[src/rtl/uart_pkg.sv]
// Constants shared by the UART receiver, transmitter and RX FIFO.
package uart_pkg;

    localparam int unsigned BYTE_W = 8;

    localparam logic [BYTE_W-1:0] ASCII_LF = 8'h0A;
    localparam logic [BYTE_W-1:0] ASCII_CR = 8'h0D;

    // Occupancy counters must represent 0..depth inclusive.
    function automatic int unsigned cnt_width(input int unsigned depth);
        return $clog2(depth) + 1;
    endfunction

endpackage

[src/rtl/fifo_mem.sv]
// Byte storage for the RX FIFO: one synchronous write port, one asynchronous read port.
module fifo_mem
    import uart_pkg::*;
#(
    parameter int unsigned DEPTH = 16
) (
    input  logic                     i_clk,
    input  logic                     i_we,
    input  logic [$clog2(DEPTH)-1:0] i_waddr,
    input  logic [BYTE_W-1:0]        i_wdata,
    input  logic [$clog2(DEPTH)-1:0] i_raddr,
    output logic [BYTE_W-1:0]        o_rdata
);

    // Contents are never reset; validity is tracked by the pointers in the parent.
    logic [BYTE_W-1:0] mem_q [DEPTH];

    always_ff @(posedge i_clk) begin
        if (i_we) begin
            mem_q[i_waddr] <= i_wdata;
        end
    end

    assign o_rdata = mem_q[i_raddr];

endmodule

[src/rtl/uart_rx_fifo.sv]
// First-word fall-through receive FIFO with sticky overflow flag and stored-line tracking.
module uart_rx_fifo
    import uart_pkg::*;
#(
    parameter int unsigned       DEPTH    = 16,
    parameter logic [BYTE_W-1:0] EOL_CHAR = ASCII_LF
) (
    input  logic                   i_clk,
    input  logic                   i_rst,
    input  logic [BYTE_W-1:0]      i_rx_data,
    input  logic                   i_rx_valid,
    output logic [BYTE_W-1:0]      o_data,
    output logic                   o_valid,
    input  logic                   i_ready,
    output logic [$clog2(DEPTH):0] o_count,
    output logic                   o_full,
    output logic                   o_overflow,
    input  logic                   i_clr_ovf,
    output logic                   o_line_ready
);

    localparam int unsigned   AW       = $clog2(DEPTH);
    localparam int unsigned   CW       = cnt_width(DEPTH);
    localparam logic [CW-1:0] FULL_CNT = CW'(DEPTH);

    logic [AW-1:0]     wr_ptr_q, wr_ptr_d;
    logic [AW-1:0]     rd_ptr_q, rd_ptr_d;
    logic [CW-1:0]     count_q, count_d;
    logic [CW-1:0]     line_cnt_q, line_cnt_d;
    logic              ovf_q, ovf_d;
    logic [BYTE_W-1:0] head;
    logic              empty, full;
    logic              push, pop, drop, wr_en;
    logic              push_eol, pop_eol;

    assign empty = (count_q == '0);
    assign full  = (count_q == FULL_CNT);

    // A pop frees a slot in the same cycle, so a full FIFO still accepts a byte.
    assign pop      = !empty && i_ready;
    assign push     = i_rx_valid && (!full || pop);
    assign drop     = i_rx_valid && !push;
    assign push_eol = push && (i_rx_data == EOL_CHAR);
    assign pop_eol  = pop && (head == EOL_CHAR);

    // The async reset holds the pointers, but storage must not be written either.
    assign wr_en = push && !i_rst;

    always_comb begin
        wr_ptr_d   = wr_ptr_q;
        rd_ptr_d   = rd_ptr_q;
        count_d    = count_q;
        line_cnt_d = line_cnt_q;
        ovf_d      = ovf_q;

        if (push) begin
            wr_ptr_d = wr_ptr_q + 1'b1;
        end
        if (pop) begin
            rd_ptr_d = rd_ptr_q + 1'b1;
        end

        case ({push, pop})
            2'b10:   count_d = count_q + 1'b1;
            2'b01:   count_d = count_q - 1'b1;
            default: count_d = count_q;
        endcase

        case ({push_eol, pop_eol})
            2'b10:   line_cnt_d = line_cnt_q + 1'b1;
            2'b01:   line_cnt_d = line_cnt_q - 1'b1;
            default: line_cnt_d = line_cnt_q;
        endcase

        // A drop in the same cycle as a clear leaves the flag set.
        if (drop) begin
            ovf_d = 1'b1;
        end else if (i_clr_ovf) begin
            ovf_d = 1'b0;
        end
    end

    always_ff @(posedge i_clk or posedge i_rst) begin
        if (i_rst) begin
            wr_ptr_q   <= '0;
            rd_ptr_q   <= '0;
            count_q    <= '0;
            line_cnt_q <= '0;
            ovf_q      <= 1'b0;
        end else begin
            wr_ptr_q   <= wr_ptr_d;
            rd_ptr_q   <= rd_ptr_d;
            count_q    <= count_d;
            line_cnt_q <= line_cnt_d;
            ovf_q      <= ovf_d;
        end
    end

    fifo_mem #(
        .DEPTH (DEPTH)
    ) u_mem (
        .i_clk   (i_clk),
        .i_we    (wr_en),
        .i_waddr (wr_ptr_q),
        .i_wdata (i_rx_data),
        .i_raddr (rd_ptr_q),
        .o_rdata (head)
    );

    assign o_data       = head;
    assign o_valid      = !empty;
    assign o_count      = count_q;
    assign o_full       = full;
    assign o_overflow   = ovf_q;
    assign o_line_ready = (line_cnt_q != '0);

endmodule

[config.mk]
export PLATFORM = sky130hd
export DESIGN_NAME = uart_rx_fifo
export DESIGN_NICKNAME = d
export VERILOG_FILES = /design/src/rtl/uart_pkg.sv /design/src/rtl/fifo_mem.sv /design/src/rtl/uart_rx_fifo.sv
export SDC_FILE = /design/constraint.sdc
export NUM_CORES = 1
export LEC_CHECK = 0
export BUFFER_PORTS_ARGS = -buffer_cell sky130_fd_sc_hd__buf_2
export CAP_MARGIN = 20
export CORE_UTILIZATION = 45
export DETAILED_ROUTE_END_ITERATION = 16
export SKIP_LAST_GASP = 1
export SYNTH_ARGS = -nofsm -noshare
export SYNTH_HDL_FRONTEND = slang
export SYNTH_SLANG_ARGS = --single-unit
[constraint.sdc]
create_clock -name i_clk -period 4 [get_ports i_clk]
set_clock_uncertainty 0.15 [all_clocks]
set_input_delay 0.4 -clock i_clk [delete_from_list [all_inputs] [get_ports i_clk]]
set_output_delay 0.4 -clock i_clk [all_outputs]
set_load 0.05 [all_outputs]
==> impl_metrics.tcl <==
set metrics [dict create \
    status "complete, no violations" \
    fin_util 0.555 \
    p_leak_nw 2.66 \
    clk_pin_slew_worst_paths_ns 0.06 \
    layout-drive-gt1-share 0.302 \
    worst_setup_path_start_kind "flip-flop" \
    critPathTopFamily "multiplexers" \
    period_share 0.935 \
    dp_hpwl_um 8420 \
    wl_per_cell_um 21.2 \
    synthAdderAreaFrac 0.0313 \
    clock_power_share 0.301 \
    cts_made_buffers 17 \
    grtUsageTotal 0.201 \
    crit_path_max_incr_delay_ns 0.60 \
    overflow 0 \
    drt_first_iter_violations 306 \
    die_area_sq_mm 0.0140 \
    syn_inst 337 \
    worstMarginPinSlew_ns 0.966 \
    synth_xor_area_frac 0.0201 \
    yosysWarnings 0 \
    cts_tree "yes" \
    numPortBuffers 29 \
    ios 30 \
    synth-edff-count 128 \
    critPathKind "flip-flop to flip-flop" \
    clk_path_buf_depth 2 \
    cts_sinks 147 \
    setup_viol 0 \
    cp_cell_sequence "mux4_1, mux4_2, nor4b_2, and4b_1, ha_2, inv_1, fa_1, nor2b_1, o21ai_0, and3_1, nor3_1, xor2_1" \
    cp_data_required_time_ns 4.19 \
    drt-pass1-iter-count 4 \
    slew_headroom 0.354 \
    top_usage_layer "met2" \
    n_antenna_cell 0 \
    switchingPower_mw 1.85 \
    combPwrFrac 0.343 \
    ant_nets 0 \
    muxShareOfSynthArea 0.134 \
    synth_area_per_cell_sq_um 18.1 \
    syn_area_sq_mm 0.00609 \
    tns_ns 0 \
    ys_ff_latch 147 \
    use_met2 0.313 \
    critical-path-slowest-cell "mux4_1" \
    synth_seq_area_share 0.710 \
    nNetsFinal 435 \
    synthSimpleGateAreaFrac 0.0594 \
    synth_nets 364 \
    rows 42 \
    antenna_found_initial 0 \
    wl_um 12600 \
    p_int_mw 3.69 \
    cp.buffers_inverters 1 \
    endpoint_kind "flip-flop" \
    p_per_area_mw_per_mm2 757 \
    gp_congestion 0.759 \
    worstPathArrival_ns 3.93 \
    hold_path.class "input port to flip-flop" \
    die_w_um 118 \
    area_delta_synth_final_pct 20.3 \
    synth-compound-area-share 0.0251 \
    via_per_inst 5.48 \
    async_reset_ff_frac 0.129 \
    grt_max_degree 20 \
    swShare 0.334 \
    grt_pass1_wl_um 19800 \
    synth_top_family_by_area "multiplexers" \
    ir_worst_vdd_mv 0.410 \
    min_period_ns 3.74 \
    drc 0 \
    cts_root_buffer "clkbuf_16" \
    vias 3267 \
    power_frac_seq 0.356 \
    chipHeight_um 118 \
    hold_viol_final 0 \
    synth.distinct_cells 42 \
    initial_core_util 0.461 \
    gr-usage-met3 0.0598 \
    grt_pass1_vias 3476 \
    htree_levels 4 \
    worst-path-max-fanout 5 \
    fp.coreArea_sq_mm 0.0132 \
    maxSlewViolCount 0 \
    timing.fmax_mhz 268 \
    drv_cap 0 \
    grt_use_met1 0.269 \
    ys.flop_type "edfxtp_1" \
    grt_setup_unrepaired "no" \
    clock_latency_ns 0.42 \
]
==> cells in the mapped netlist (all sizes together), types with 4 or more instances <==
library cell / n / area (sq um)
o21ai: 4 / 20.0
nand2: 19 / 71.3
nand3: 13 / 75.1
a21oi: 4 / 20.0
dfrtp: 19 / 475
o22ai: 6 / 37.5
edfxtp: 128 / 3840
ha: 12 / 150
inv: 16 / 60.1
buf: 5 / 33.8
a21o: 4 / 30.0
nor2: 23 / 86.3
a22oi: 4 / 30.0
clkbuf: 5 / 18.8
mux4: 33 / 754
xor2: 4 / 35.0
xnor2: 10 / 87.6
==> cells by family after synthesis <==
family                     Yosys count
buffers and inverters               27
DFF                                147
and+or+nand+nor                     72
xor gates and xnor gates            14
muxes                               39
AOI/OAI and AO/OA                   24
adders and majority gates           14
==> power groups by stage <==
| stage | Sequential, mW | Clock, mW | Combinational [mW] |
|---|---|---|---|
| 2_1_floorplan | 2.02 | 0 | 1.31 |
| 3_3_place_gp | 2.00 | 0 | 1.86 |
| 3_5_place_dp | 2.01 | 0 | 1.87 |
| 4_1_cts | 1.98 | 1.70 | 1.88 |
| 5_1_grt | 1.99 | 1.75 | 2.04 |
| 6_report | 1.97 | 1.67 | 1.90 |
==> final cells by class <==
type                            instances  area (sq um)
Multi-Input combinational cell        163          1650
Clock buffer                           18           429
Clock inverter                         13           190
Sequential cell                       147          4320
Fill cell                            1032          5870
Tap cell                              176           220
Timing Repair Buffer                   63           443
Inverter                               16          60.1
==> sequential cells by signal (all words and copies together), names as in the netlist <==
register / flops
o_overflow: 1
wr_ptr_q: 4
u_mem.mem_q: 128
rd_ptr_q: 4
o_count: 5
line_cnt_q: 5
==> repair_timing <==
action	in CTS	in global routing
endpoints found under the hold margin	19	1
hold buffers	1	1
buffers inserted	0	4
gates resized for setup	0	4
endpoints found under the setup margin	0	1
==> layout by cell type, fill, tap and decap left out, types with 4 or more instances in the layout <==
cell type / n
edfxtp_1: 128
mux4_2: 30
buf_2: 29
buf_4: 29
nor2_1: 23
nand2_1: 19
clkbuf_16: 17
inv_1: 16
dfrtp_1: 16
nand3_1: 11
ha_1: 11
xnor2_1: 10
o22ai_1: 6
bufinv_16: 5
a21o_1: 4
xor2_1: 4
a21oi_1: 4
a22oi_1: 4
clkinv_1: 4
==> metal layers <==
layer | share of wire | vias to the layer above
met5 | 0 | -
met4 | 0.018 | 0
met3 | 0.042 | 19
met2 | 0.50 | 75
met1 | 0.44 | 1716
li1 | - | 1457
==> through the flow <==
stage,std cells,hold slack [ns],worst slack (ns),power [mW],instance area [sq um]
after floorplan,337,0.210,0.259,3.33,6090
after global placement,559,0.308,0.159,3.85,6640
after detailed placement,559,0.310,0.0730,3.88,6640
after CTS,591,0.00370,0.0643,5.55,7270
after global routing,596,0.0723,0.0312,5.78,7320
final,596,0.0892,0.262,5.54,7320
==> path summary, 6_finish.rpt <==
path,endpoint,startpoint,slack [ns],cells after the start
max,line_cnt_q[4]$_DFFE_PP0P_,rd_ptr_q[2]$_DFFE_PP0P_,0.26,12
min,o_overflow$_DFFE_PP0P_,i_ready,0.09,2
max reg2reg,line_cnt_q[4]$_DFFE_PP0P_,rd_ptr_q[2]$_DFFE_PP0P_,0.26,12
min reg2reg,line_cnt_q[4]$_DFFE_PP0P_,line_cnt_q[4]$_DFFE_PP0P_,0.33,1
max in group asynchronous,rd_ptr_q[1]$_DFFE_PP0P_,i_rst,3.00,4
min in group asynchronous,wr_ptr_q[2]$_DFFE_PP0P_,i_rst,0.47,4
No activity file was read; power rests on OpenSTA's default activity.
